## config.mk

```make
export PLATFORM = sky130hd
export DESIGN_NAME = pipe_hazard_scoreboard
export DESIGN_NICKNAME = d
export VERILOG_FILES = /design/src/rtl/pipe_hazard_scoreboard.sv
export SDC_FILE = /design/constraint.sdc
export NUM_CORES = 1
export LEC_CHECK = 0
export ABC_CLOCK_PERIOD_IN_PS = 4050
export BUFFER_PORTS_ARGS = -buffer_cell sky130_fd_sc_hd__buf_4
export CORE_ASPECT_RATIO = 1.5
export CORE_MARGIN = 4
export CORE_UTILIZATION = 25
export DETAILED_ROUTE_END_ITERATION = 8
export GPL_TIMING_DRIVEN = 0
export PLACE_DENSITY = 0.39
export SYNTH_ARGS = -nofsm -noshare
export SYNTH_HDL_FRONTEND = slang
export SYNTH_SLANG_ARGS = --single-unit
```

## constraint.sdc

```tcl
create_clock -name clk -period 4.05 [get_ports clk]
set_input_delay 0.2025 -clock clk [delete_from_list [all_inputs] [get_ports clk]]
set_output_delay 0.2025 -clock clk [all_outputs]
set_load 0.03 [all_outputs]
```

## src/rtl/pipe_hazard_scoreboard.sv

```systemverilog
// rtl/pipe_hazard_scoreboard.sv - ID-stage hazard scoreboard with forwarding, load-use stall and branch flush
module pipe_hazard_scoreboard #(
   parameter  int DEPTH    = 3,
   parameter  int ADDR_W   = 5,
   parameter  int LOAD_LAT = 1,
   parameter  int BR_FLUSH = 1,
   localparam int SEL_W    = $clog2(DEPTH + 1)
) (
   input  logic              clk,
   input  logic              rst,
   input  logic              id_valid,
   input  logic [ADDR_W-1:0] id_rs,
   input  logic [ADDR_W-1:0] id_rt,
   input  logic              id_uses_rs,
   input  logic              id_uses_rt,
   input  logic              id_wr_en,
   input  logic [ADDR_W-1:0] id_wr_addr,
   input  logic              id_is_load,
   input  logic              id_jump_or_branch,
   input  logic              mio_ready,
   output logic              issue,
   output logic              stall,
   output logic              flush_if,
   output logic [SEL_W-1:0]  fwd_rs_sel,
   output logic [SEL_W-1:0]  fwd_rt_sel,
   output logic [31:0]       stall_count
);

   typedef enum logic {RUN, FLUSH} state_t;

   state_t            state_q, state_d;
   logic [2:0]        fc_q, fc_d;
   logic [31:0]       cnt_q, cnt_d;
   logic [DEPTH-1:0]  valid_q, valid_d;
   logic [DEPTH-1:0]  wr_q, wr_d;
   logic [DEPTH-1:0]  load_q, load_d;
   logic [ADDR_W-1:0] addr_q [DEPTH];
   logic [ADDR_W-1:0] addr_d [DEPTH];

   logic [SEL_W-1:0]  rs_sel, rt_sel;
   logic              rs_hz, rt_hz, hz, eff_valid, issue_w, stall_w;

   // Scan oldest to youngest so the youngest matching entry is the last one to win.
   always_comb begin
      rs_sel = '0;
      rt_sel = '0;
      rs_hz  = 1'b0;
      rt_hz  = 1'b0;
      for (int k = DEPTH - 1; k >= 0; k--) begin
         if (valid_q[k] && wr_q[k] && addr_q[k] != '0 && addr_q[k] == id_rs && id_uses_rs) begin
            rs_sel = SEL_W'(k + 1);
            rs_hz  = (k < LOAD_LAT) && load_q[k];
         end
         if (valid_q[k] && wr_q[k] && addr_q[k] != '0 && addr_q[k] == id_rt && id_uses_rt) begin
            rt_sel = SEL_W'(k + 1);
            rt_hz  = (k < LOAD_LAT) && load_q[k];
         end
      end
   end

   assign hz        = rs_hz || rt_hz;
   assign eff_valid = id_valid && (state_q == RUN);
   assign stall_w   = eff_valid && (hz || !mio_ready);
   assign issue_w   = eff_valid && !hz && mio_ready;

   assign issue       = issue_w && !rst;
   assign stall       = stall_w && !rst;
   assign flush_if    = (state_q == FLUSH) && !rst;
   assign fwd_rs_sel  = rst ? '0 : rs_sel;
   assign fwd_rt_sel  = rst ? '0 : rt_sel;
   assign stall_count = rst ? '0 : cnt_q;

   always_comb begin
      state_d = state_q;
      fc_d    = fc_q;
      cnt_d   = cnt_q;
      valid_d = valid_q;
      wr_d    = wr_q;
      load_d  = load_q;
      for (int k = 0; k < DEPTH; k++) addr_d[k] = addr_q[k];
      // A memory wait freezes everything, including a pending hazard count.
      if (mio_ready) begin
         for (int k = DEPTH - 1; k >= 1; k--) begin
            valid_d[k] = valid_q[k-1];
            wr_d[k]    = wr_q[k-1];
            load_d[k]  = load_q[k-1];
            addr_d[k]  = addr_q[k-1];
         end
         valid_d[0] = issue_w;
         wr_d[0]    = issue_w && id_wr_en;
         load_d[0]  = issue_w && id_is_load;
         addr_d[0]  = issue_w ? id_wr_addr : '0;
         if (eff_valid && hz && cnt_q != 32'hFFFF_FFFF) cnt_d = cnt_q + 32'd1;
         case (state_q)
            RUN: begin
               if (issue_w && id_jump_or_branch && BR_FLUSH > 0) begin
                  state_d = FLUSH;
                  fc_d    = 3'(BR_FLUSH);
               end
            end
            FLUSH: begin
               fc_d = fc_q - 3'd1;
               if (fc_q <= 3'd1) state_d = RUN;
            end
            default: state_d = RUN;
         endcase
      end
   end

   always_ff @(posedge clk) begin
      if (rst) begin
         state_q <= RUN;
         fc_q    <= '0;
         cnt_q   <= '0;
         valid_q <= '0;
         wr_q    <= '0;
         load_q  <= '0;
         for (int k = 0; k < DEPTH; k++) addr_q[k] <= '0;
      end else begin
         state_q <= state_d;
         fc_q    <= fc_d;
         cnt_q   <= cnt_d;
         valid_q <= valid_d;
         wr_q    <= wr_d;
         load_q  <= load_d;
         for (int k = 0; k < DEPTH; k++) addr_q[k] <= addr_d[k];
      end
   end

endmodule

```

# ---- Yosys cells after proc, flatten, opt, wreduce, memory -nomap -nowiden
# Memory sizes are Yosys's and may differ from the RTL's.
# Cells that the tools add are included.
dict set report word_totals {
  register_bits 43
  ram_bits 15
  inputBits 24
  output_inout_bits 39
  n_memories 1
}
dict set report op_classes {
  addsub 2
  order_cmp 1
  eq_ne 8
  muxes 24
  bitwise_logic 4
  n_reduce_logical 40
}
# name words width rd rd_clocked_by_memory_dff wr line
set mem_list {}
lappend mem_list {addr_q 3 5 3 0 3 37} ;# logic [ADDR_W-1:0] addr_q [DEPTH];
# cell n
set op_table {}
lappend op_table {{$add A32 B1 Y32 const B} 1}
lappend op_table {{$mux W32} 1}
lappend op_table {{$ne A32 B32 Y1 const B} 1}
lappend op_table {{$eq A5 B5 Y1} 6}
lappend op_table {{$logic_and A1 B1 Y1} 30}
lappend op_table {{$mux W5} 4}
lappend op_table {{$mux W2} 8}
lappend op_table {{$mux W15} 1}
lappend op_table {{$reduce_bool A5 Y1} 3}
lappend op_table {{$mux W1} 7}
lappend op_table {{$pmux W3 S2} 1}
lappend op_table {{$reduce_and A2 Y1} 2}
lappend op_table {{$le A3 B1 Y1 const B} 1}
lappend op_table {{$logic_not A1 Y1} 3}
lappend op_table {{$mux W3} 1}
lappend op_table {{$or A1 B1 Y1} 3}
lappend op_table {{$sub A3 B1 Y3 const B} 1}
lappend op_table {{$logic_or A1 B1 Y1} 2}
lappend op_table {{$ne A2 B1 Y1 const B} 1}
lappend op_table {{$pmux W1 S2} 1}
lappend op_table {{$not A1 Y1} 1}

# ---- Depth between registers and ports, before layout
dict set report depth {
  depth_word 12
  ltp_mapped 8
}

# ---- Least setup slack after synthesis
# Ideal clock, no wire load.
dict set report synth_timing {
  path_type {register to output}
  from {mem addr_q[0][4]}
  to {out stall}
  t_arrival_ps 2380
  slack_ps 1467
  path_stages_with_launch 7
  cell_sequence {dfxtp_1 -> xor2_1 -> nor4_1 -> nand3_1 -> a211oi_2 -> nor2b_1 -> nor4b_1}
}
# element line
set synth_rtl {}
lappend synth_rtl {{from (decl)} 37}
lappend synth_rtl {{to (decl)} 22} ;# output logic stall,

==> results.ini <==
[status]
run_status = completed

[synthesis]
synthFlopType = dfxtp_1
synthArstFlopShare_pct = 0
synth_top_area_share_pct = 34.5
yosysSeqAreaShare_pct = 34.5
ys_top_cells_by_area = dfxtp_1, mux2_2, nor2_1
synth_warnings = 0
synth-edff-count = 0
syn_area_um2 = 3370
syn_avg_cell_area_um2 = 8.50
syn_nets = 423
synth_commonest_cells = dfxtp_1, nor2_1, nor2b_1
synth_top_cell_by_area = dfxtp_1
synth_cell_types = 47
ys_seq_elements = 58
synth_cells = 396

[global_routing]
grt-ovfl-total = 0
antenna_found_initial = 0
grt_pass1_vias = 3254
grtUsageTotal_pct = 15.3
grt_pass1_wl_um = 17900
grt_start_max_net_pins = 11

[place]
dp.cells = 616
portBuffers = 61
gp_congestion = 0.822
hpwlAfterDp_um = 8870
placement.cell_area_um2 = 4020

[sta]
whs_ns = 0.0929
min_period_ns = 2.90
finalSetupTns_ns = 0
maxSlewViolCount = 0
max_clock_freq_mhz = 345
final_hold_viol_count = 0
setup_violations = 0
skew_ns = 0.00638
finalCritPeriodShare_pct = 71.5
rsz0062_at_grt = no
worst_pin_slew_ns = 0.924
relSlewSlack_pct = 38.1

[route]
wl_per_cell_um = 18.0
drt_iter0_drc = 92
dr_total_vias = 3174
firstDrtPassIters = 6
postRouteAntennaNets = 0
vias_per_cell = 5.03
drc = 0
wirelength_um = 11300

[critical_path]
critPathRequiredTime_ns = 3.85
slowest_stage = nor3_2
cp_max_fo = 10
path_cells = or4_4 > o211ai_2 > a211oi_2 > nor3_2 > buf_4
cp_data_arrival_time_ns = 2.69
path_class = flip-flop to output port
end_kind = output port
critical_path.startpoint_type = flip-flop
max_stage_delay_ns = 0.76

[final_layout]
layout.cells.non_filler = 631
area_delta_synth_final_pct = 28.6
final_area_um2 = 4330
n_fill_cell = 1415
layout.nets = 495
antenna_cells = 0
drive_gt1_share_pct = 23.7

[die]
core_um2 = 13100
rows = 51
fp.dieH_um = 150
dieArea_um2 = 15400
start_util_pct = 25.7
ios = 63
die_w_um = 103

[flow_run]
maxCapViolCount = 0

[clocking]
cts_buffers = 9
clock_path_buffers = 2
cts_setup_buffers = 0
postCtsResizedCells = 0
clock_sinks = 58
cts-htree-levels = 3
clk_latency_ns = 0.33
root_buffer = clkbuf_16
path_clk_slew_ns = 0.05
cts_tree = built
ctsHoldBuffers = 0

[power]
p_leak_uw = 0.00181
power-per-cell-area_nw_per_um2 = 341
max-vdd-ir-drop_mv = 0.167

[worst_hold_path]
worstHoldPathType = input port to flip-flop

==> state kept, by name, indices dropped and copies added, names as in the netlist <==
signal / flops
fc_q: 3
wr_q: 3
valid_q: 3
state_q: 1
cnt_q: 32
addr_q: 15
load_q: 1
==> cell families (layout without fill, tap and decap cells) <==
group / after synthesis / count (layout) / synth area share, %
adders and majority gates: 3 / 3 / 1.11
and+or+nand+nor: 198 / 198 / 31.6
xor gates and xnor gates: 30 / 30 / 7.80
AOI/OAI and AO/OA: 40 / 40 / 8.44
muxes: 40 / 40 / 12.9
DFF: 58 / 58 / 34.5
buffers and inverters: 27 / 103 / 3.72
==> placed cells by master, fill, tap and decap left out, types with 6 or more instances in the layout <==
cell type  synthesis  final
a21oi_1            7      7
a22o_1             8      8
and3_1             9      9
buf_4              0     61
clkbuf_1          10     11
clkbuf_16          0      9
dfxtp_1           58     58
inv_1             10     10
mux2_2            25     25
mux2i_1           14     14
nand2_1           12     12
nand3_1           19     19
nand4_1           16     16
nor2_1            58     58
nor2b_1           30     30
nor3_1            21     21
nor4_1            10     10
o21ai_0            9      9
or3_1              6      6
xnor2_1            6      6
xor2_1            24     24
==> layout make-up <==
class | count | area [um^2] | area share [%]
Timing Repair Buffer | 61 | 458 | 10.6
Clock buffer | 13 | 270 | 6.24
Sequential cell | 58 | 1160 | 26.8
Multi-Input combinational cell | 311 | 2080 | 48.1
Buffer | 17 | 87.6 | 2.02
Clock inverter | 2 | 35.0 | 0.809
Inverter | 10 | 37.5 | 0.867
Tap cell | 159 | 199 | 4.60
==> per-layer routing <==
metal	wire length, um	GRT usage, %	up-vias
li1	-	-	1570
met1	4510	17.0	1497
met2	5900	27.2	81
met3	528	3.52	26
met4	393	7.19	0
met5	0	0	-
==> critical path, delay by kind of cell, from the launching register on <==
kind	cells	cell delay, ns
AO/OA/AOI/OAI	2	0.36
flip-flops	1	0.39
buffers and inverters	1	0.30
AND/OR/NAND/NOR	2	1.32
==> through the flow <==
| stage | setup WS, ns | total power, uW | utilization, % |
|---|---|---|---|
| after global placement | 1.27 | 709 | 30.8 |
| after global routing | 1.09 | 1540 | 33.1 |
| final | 1.15 | 1480 | 33.1 |
| after detailed placement | 1.31 | 710 | 30.8 |
| after CTS | 1.14 | 1500 | 33.1 |
| after floorplan | 1.47 | 659 | - |
==> final timing paths <==
kind / startpoint / end / slack, ns / cells after the start
worst min register to register: load_q[0] / load_q[0] / 0.47 / 1
worst max register to register: cnt_q[0] / cnt_q[5] / 1.54 / 8
worst min-delay path: id_wr_addr[4] / addr_q[0][4] / 0.09 / 2
worst max-delay path: addr_q[0][2] / issue / 1.15 / 5
==> where the power goes <==
part	total (uW)	switching, uW	leakage, uW	internal, uW
Sequential	589	9.86	0.000469	579
Combinational	108	62.0	0.00119	45.6
Clock	780	258	0.000152	522
Total	1480	330	0.00181	1150
Power figures use the tool's default switching activity.
